`src/rtl/muldiv_unit_pkg.sv`:
```
// Shared encodings and helpers for the iterative HI/LO multiply/divide unit.
package muldiv_unit_pkg;

  typedef enum logic [1:0] {
    MD_MULT  = 2'b00,
    MD_MULTU = 2'b01,
    MD_DIV   = 2'b10,
    MD_DIVU  = 2'b11
  } md_op_e;

  typedef enum logic [1:0] {
    S_IDLE = 2'b00,
    S_CALC = 2'b01,
    S_FIX  = 2'b10
  } md_state_e;

  localparam logic [4:0] LAST_ITER = 5'd31;

  // Magnitude of a two's-complement value when en is set, raw value otherwise.
  function automatic logic [31:0] abs_if(input logic [31:0] x, input logic en);
    return (en && x[31]) ? (~x + 32'd1) : x;
  endfunction

endpackage

```
`src/rtl/muldiv_unit_negate64.sv`:
```
// Conditional 64-bit two's-complement negator used for sign correction of results.
module negate64 (
  input  logic [63:0] in_i,
  input  logic        en_i,
  output logic [63:0] out_o
);

  assign out_o = en_i ? (~in_i + 64'd1) : in_i;

endmodule

```
`src/rtl/muldiv_unit.sv`:
```
// Iterative MULT/MULTU/DIV/DIVU unit owning HI/LO; 32 CALC cycles plus one FIX cycle,
// busy_o holds the pipeline stalled for the whole operation.
module muldiv_unit
  import muldiv_unit_pkg::*;
#(
  parameter int WIDTH = 32
) (
  input  logic             clock_i,
  input  logic             reset_i,
  input  logic             start_i,
  input  logic [1:0]       op_i,
  input  logic [WIDTH-1:0] a_i,
  input  logic [WIDTH-1:0] b_i,
  input  logic             hi_we_i,
  input  logic             lo_we_i,
  input  logic [WIDTH-1:0] wdata_i,
  output logic             busy_o,
  output logic             done_o,
  output logic [WIDTH-1:0] hi_o,
  output logic [WIDTH-1:0] lo_o
);

  md_state_e   state_q;
  logic [4:0]  cnt_q;
  logic        is_div_q;
  logic        sign_ab_q;
  logic        sign_rem_q;
  logic        div0_q;
  logic        busy_q;
  logic        done_q;
  logic [31:0] opnd_q;
  logic [31:0] hi_q;
  logic [31:0] lo_q;
  logic [63:0] pair_q;
  logic [63:0] pair_d;

  logic [32:0] mul_sum;
  logic [64:0] mul_wide;
  logic [32:0] rem_sh;
  logic [33:0] div_diff;

  logic        start_signed;
  logic        start_div;
  logic [31:0] a_abs;
  logic [31:0] b_abs;

  logic [63:0] prod_fix;
  logic [63:0] quot_neg;
  logic [63:0] rem_neg;
  logic [64:0] unused_bits;

  // pair_q is {acc, multiplier} for multiply and {rem, quot} for divide.
  always_comb begin
    mul_sum  = {1'b0, pair_q[63:32]} + {1'b0, opnd_q};
    mul_wide = pair_q[0] ? {mul_sum, pair_q[31:0]} : {1'b0, pair_q};
    rem_sh   = {pair_q[63:32], pair_q[31]};
    div_diff = {1'b0, rem_sh} - {2'b00, opnd_q};
    pair_d   = mul_wide[64:1];
    if (is_div_q) begin
      if (!div_diff[33]) begin
        pair_d = {div_diff[31:0], pair_q[30:0], 1'b1};
      end else begin
        pair_d = {rem_sh[31:0], pair_q[30:0], 1'b0};
      end
    end
  end

  always_comb begin
    start_signed = (op_i == MD_MULT) || (op_i == MD_DIV);
    start_div    = (op_i == MD_DIV) || (op_i == MD_DIVU);
    a_abs        = abs_if(a_i, start_signed);
    b_abs        = abs_if(b_i, start_signed);
  end

  negate64 u_neg_prod (
    .in_i  (pair_q),
    .en_i  (sign_ab_q),
    .out_o (prod_fix)
  );

  negate64 u_neg_quot (
    .in_i  ({32'd0, pair_q[31:0]}),
    .en_i  (sign_ab_q),
    .out_o (quot_neg)
  );

  // Remainder sits in the upper half so the negated value lands there too.
  negate64 u_neg_rem (
    .in_i  ({pair_q[63:32], 32'd0}),
    .en_i  (sign_rem_q),
    .out_o (rem_neg)
  );

  assign unused_bits = {quot_neg[63:32], rem_neg[31:0], div_diff[32]};

  always_ff @(posedge clock_i) begin
    if (reset_i) begin
      state_q    <= S_IDLE;
      cnt_q      <= 5'd0;
      is_div_q   <= 1'b0;
      sign_ab_q  <= 1'b0;
      sign_rem_q <= 1'b0;
      div0_q     <= 1'b0;
      busy_q     <= 1'b0;
      done_q     <= 1'b0;
      opnd_q     <= 32'd0;
      hi_q       <= 32'd0;
      lo_q       <= 32'd0;
      pair_q     <= 64'd0;
    end else begin
      done_q <= 1'b0;
      case (state_q)
        S_IDLE: begin
          if (hi_we_i) hi_q <= wdata_i;
          if (lo_we_i) lo_q <= wdata_i;
          if (start_i) begin
            is_div_q   <= start_div;
            sign_ab_q  <= start_signed & (a_i[31] ^ b_i[31]);
            sign_rem_q <= start_signed & a_i[31];
            div0_q     <= start_div & (b_i == 32'd0);
            opnd_q     <= start_div ? b_abs : a_abs;
            pair_q     <= {32'd0, start_div ? a_abs : b_abs};
            cnt_q      <= 5'd0;
            busy_q     <= 1'b1;
            state_q    <= S_CALC;
          end
        end
        S_CALC: begin
          pair_q <= pair_d;
          cnt_q  <= cnt_q + 5'd1;
          if (cnt_q == LAST_ITER) state_q <= S_FIX;
        end
        S_FIX: begin
          if (is_div_q) begin
            hi_q <= rem_neg[63:32];
            lo_q <= div0_q ? 32'hFFFF_FFFF : quot_neg[31:0];
          end else begin
            {hi_q, lo_q} <= prod_fix;
          end
          done_q  <= 1'b1;
          busy_q  <= 1'b0;
          state_q <= S_IDLE;
        end
        default: begin
          busy_q  <= 1'b0;
          state_q <= S_IDLE;
        end
      endcase
    end
  end

  assign busy_o = busy_q;
  assign done_o = done_q;
  assign hi_o   = hi_q;
  assign lo_o   = lo_q;

endmodule

```
`config.mk`:
```
export PLATFORM = sky130hd
export DESIGN_NAME = muldiv_unit
export DESIGN_NICKNAME = d
export VERILOG_FILES = /design/src/rtl/muldiv_unit_pkg.sv /design/src/rtl/muldiv_unit_negate64.sv /design/src/rtl/muldiv_unit.sv
export SDC_FILE = /design/constraint.sdc
export NUM_CORES = 1
export LEC_CHECK = 0
export ABC_CLOCK_PERIOD_IN_PS = 5000
export CAP_MARGIN = 20
export CORE_ASPECT_RATIO = 0.7
export CORE_MARGIN = 2
export CORE_UTILIZATION = 38
export CTS_CLUSTER_SIZE = 10
export DETAILED_ROUTE_END_ITERATION = 10
export MAX_ROUTING_LAYER = met4
export SETUP_SLACK_MARGIN = 0.15
export SKIP_CTS_REPAIR_TIMING = 1
export SLEW_MARGIN = 5
export SYNTH_ARGS = -nofsm -noshare
export SYNTH_HDL_FRONTEND = slang
export SYNTH_SLANG_ARGS = --single-unit
```
`constraint.sdc`:
```
create_clock -name clock_i -period 5 [get_ports clock_i]
set_input_delay 1.25 -clock clock_i [delete_from_list [all_inputs] [get_ports clock_i]]
set_output_delay 1.25 -clock clock_i [all_outputs]
set_load 0.01 [all_outputs]
```
==> qor.csv <==
metric;value;unit
status;finished clean;
worst_slew_pin_slew;1.13;ns
synth-simple-area-share;0.201;
utilization;0.462;
largest_family_of_logic_cells_by_synthesized_area;compound AO/OA/AOI/OAI gates;
cell_accounting_for_the_most_synthesized_area;sky130_fd_sc_hd__dfxtp_1;
mappedNetlistNets;2146;
grt_start_max_net_pins;83;
final.fill_count;3789;
worst_setup_path_start_kind;flop;
cts_inserted_buffers;17;
drt-total-wl;57300;um
grt_setup_unrepaired;false;
drive_gt1_frac;0.0587;
synth_top_area_share;0.238;
antenna_found_initial;3;
dpl.cell_count;2535;
maximum_clock_frequency;258;MHz
postSynthCellCount;1971;
gp_weighted_congestion;0.951;
power-per-cell-area;272;nW/um^2
avgRoutedWirePerCell;22.3;um
synth_compound_gate_area_share;0.307;
ir_worst_vdd;0.267;mV
yosys.area_share.xor_xnor;0.101;
ant_nets;0;
synth-edff-count;0;
fin_setup_tns;0;ns
top_level_ports;169;
yosysUniqueCellTypes;79;
synthArstFlopShare;0;
post-route-drc-count;0;
min_path_type;flop to flop;
design_power_total;4.72;mW
clock_tree.htree_level_count;4;
globalRouteMet1Util;0.434;
final_max_slew_viol_count;0;
synth.avg_cell_area;7.39;sq um
final_cell_count_no_fill;2567;
initial_util;0.388;
final.setup_skew;0.0220;ns
synth.ff_latch_count;173;
critPathCaptureType;flop;
synth_seq_area_share;0.238;
row_count;59;
global_route_wire_length_before_repair;86000;um
clock-sinks;173;
antenna-diode-count;0;
tritoncts;yes;
max_cap_viol_count;0;
timing.final.hold_violations;0;
use_met2;0.382;
num_vias;15600;
fin_nets;2241;
flow.area_growth_from_synthesis;19.0;%
drtPass1Iterations;5;
maximum_fanout_encountered_on_the_critical_timing_path;8;
warnings_synthesis;0;
synth_top_cells_by_area;sky130_fd_sc_hd__dfxtp_1, sky130_fd_sc_hd__a21oi_1, sky130_fd_sc_hd__xnor2_1;
total_of_buffers_placed_on_input_and_output_ports;168;
synth_area;14600;sq um
routed_via_density;6.09;
clk_path_buf_depth;2;
period_share;0.774;
synthAdderAreaFrac;0.0629;
detailed_place_hpwl;44700;um
first_global_vias;14100;
critPathKind;flop to flop;
leakagePower;6.41;nW
insertion_delay;0.48;ns
busiest_layer;met1;
critical_path_required;5.35;ns
worstPathArrival;4.22;ns
grt.met3_usage;0.0653;
portion_of_netlist_area_occupied_by_mux_cells;0.0333;
cts.clk_slew.worst_paths;0.08;ns
clock-root-buffer;sky130_fd_sc_hd__clkbuf_16;
dieHeight;168;um
core;37500;sq um
grt_util_all_layers;0.288;
fp.dieArea;39900;sq um
global_route.overflow_total;0;
chipWidth;238;um
setup-violations-final;0;
initialDrtViolationCount;1694;
worst_case_headroom_to_the_max_slew_limit;0.244;
layout_min_cycle_time;3.87;ns
ys.flop_type;sky130_fd_sc_hd__dfxtp_1;
==> report_power, final <==
group | leakage (nW) | internal (mW) | switching [mW]
clock | 0.296 | 0.685 | 0.730
combinational | 4.69 | 0.678 | 1.00
sequential | 1.42 | 1.48 | 0.149
==> sequential cells by signal (all words and copies together) (netlist names), 2 cells and up <==
name and count:
hi_o 32, lo_o 32, pair_q 64, cnt_q 5
opnd_q 32, state_q 2
==> per-stage QoR <==
stage	setup WS (ns)	area, sq um	hold WS (ns)
floorplan	1.24	14600	0.429
global placement	0.730	16700	0.445
detailed placement	0.754	16700	0.446
CTS	1.15	17300	0.458
global route	0.806	17300	0.478
finish	1.13	17300	0.458
==> cells in the final DEF (no fill, tap or decap), types with 20 or more instances in the layout <==
cell type                         count
sky130_fd_sc_hd__a211oi_1            81
sky130_fd_sc_hd__a21o_1              28
sky130_fd_sc_hd__a21oi_1            202
sky130_fd_sc_hd__buf_4               54
sky130_fd_sc_hd__clkdlybuf4s50_1    166
sky130_fd_sc_hd__dfxtp_1            172
sky130_fd_sc_hd__ha_1                70
sky130_fd_sc_hd__inv_1               64
sky130_fd_sc_hd__mux2i_1             44
sky130_fd_sc_hd__nand2_1            217
sky130_fd_sc_hd__nand3_1             29
sky130_fd_sc_hd__nor2_1             179
sky130_fd_sc_hd__nor2b_1             26
sky130_fd_sc_hd__nor3_1              50
sky130_fd_sc_hd__o211ai_1            53
sky130_fd_sc_hd__o21ai_0             96
sky130_fd_sc_hd__o221ai_1            31
sky130_fd_sc_hd__o31ai_1             21
sky130_fd_sc_hd__or3_1               20
sky130_fd_sc_hd__xnor2_1            111
sky130_fd_sc_hd__xor2_1              57
==> worst paths after layout <==
check,startpoint,endpoint,slack (ns),cells after the start
setup / recovery,pair_q[0]$_SDFFE_PP0P_,hi_o[12]$_SDFFE_PP0P_,1.13,11
hold / removal,lo_o[29]$_SDFFE_PP0P_,lo_o[29]$_SDFFE_PP0P_,0.46,2
setup reg to reg,pair_q[0]$_SDFFE_PP0P_,hi_o[12]$_SDFFE_PP0P_,1.13,11
hold reg to reg,lo_o[29]$_SDFFE_PP0P_,lo_o[29]$_SDFFE_PP0P_,0.46,2
==> critical path, stage by stage, from the launching register on <==
cell,delay [ns]
sky130_fd_sc_hd__dfxtp_1,0.39
sky130_fd_sc_hd__inv_1,0.11
sky130_fd_sc_hd__ha_1,0.16
sky130_fd_sc_hd__or3b_2,0.49
sky130_fd_sc_hd__or3_1,0.45
sky130_fd_sc_hd__or3_1,0.57
sky130_fd_sc_hd__o31a_1,0.44
sky130_fd_sc_hd__nor3_1,0.32
sky130_fd_sc_hd__nor2_1,0.10
sky130_fd_sc_hd__xor2_1,0.35
sky130_fd_sc_hd__nor2_1,0.07
sky130_fd_sc_hd__a2111oi_0,0.31
==> Yosys cell counts (20+ instances only) <==
| master | number |
|---|---|
| sky130_fd_sc_hd__a211oi_1 | 81 |
| sky130_fd_sc_hd__a21o_1 | 28 |
| sky130_fd_sc_hd__a21oi_1 | 202 |
| sky130_fd_sc_hd__clkbuf_1 | 124 |
| sky130_fd_sc_hd__dfxtp_1 | 173 |
| sky130_fd_sc_hd__ha_1 | 70 |
| sky130_fd_sc_hd__inv_1 | 64 |
| sky130_fd_sc_hd__mux2i_1 | 44 |
| sky130_fd_sc_hd__nand2_1 | 217 |
| sky130_fd_sc_hd__nand3_1 | 29 |
| sky130_fd_sc_hd__nor2_1 | 184 |
| sky130_fd_sc_hd__nor2b_1 | 27 |
| sky130_fd_sc_hd__nor3_1 | 51 |
| sky130_fd_sc_hd__o211ai_1 | 53 |
| sky130_fd_sc_hd__o21ai_0 | 96 |
| sky130_fd_sc_hd__o221ai_1 | 31 |
| sky130_fd_sc_hd__o31ai_1 | 21 |
| sky130_fd_sc_hd__or3_1 | 20 |
| sky130_fd_sc_hd__xnor2_1 | 111 |
| sky130_fd_sc_hd__xor2_1 | 57 |
==> cell families after synthesis <==
kind of cell / count (synthesis)
multiplexers: 48
buffers and inverters: 211
AND/OR/NAND/NOR: 632
adder cells (fa/ha/maj): 72
AO/OA/AOI/OAI: 667
flip-flops: 173
XOR/XNOR: 168
==> area by class of cell <==
| cell class | instances | area, sq um | share of cell area |
|---|---|---|---|
| tap | 488 | 611 | 0.0352 |
| clock inverter | 15 | 184 | 0.0106 |
| timing repair buffer | 221 | 2070 | 0.120 |
| multi-input combinational | 1587 | 10300 | 0.596 |
| sequential | 173 | 3470 | 0.200 |
| inverter | 66 | 248 | 0.0143 |
| clock buffer | 17 | 425 | 0.0245 |
==> metal layers <==
layer / part of all wire / up-vias
li1: - / 7450
met4: 0.018 / 0
met1: 0.49 / 7385
met5: 0 / -
met3: 0.10 / 62
met2: 0.39 / 743
Power figures use the tool's default switching activity.
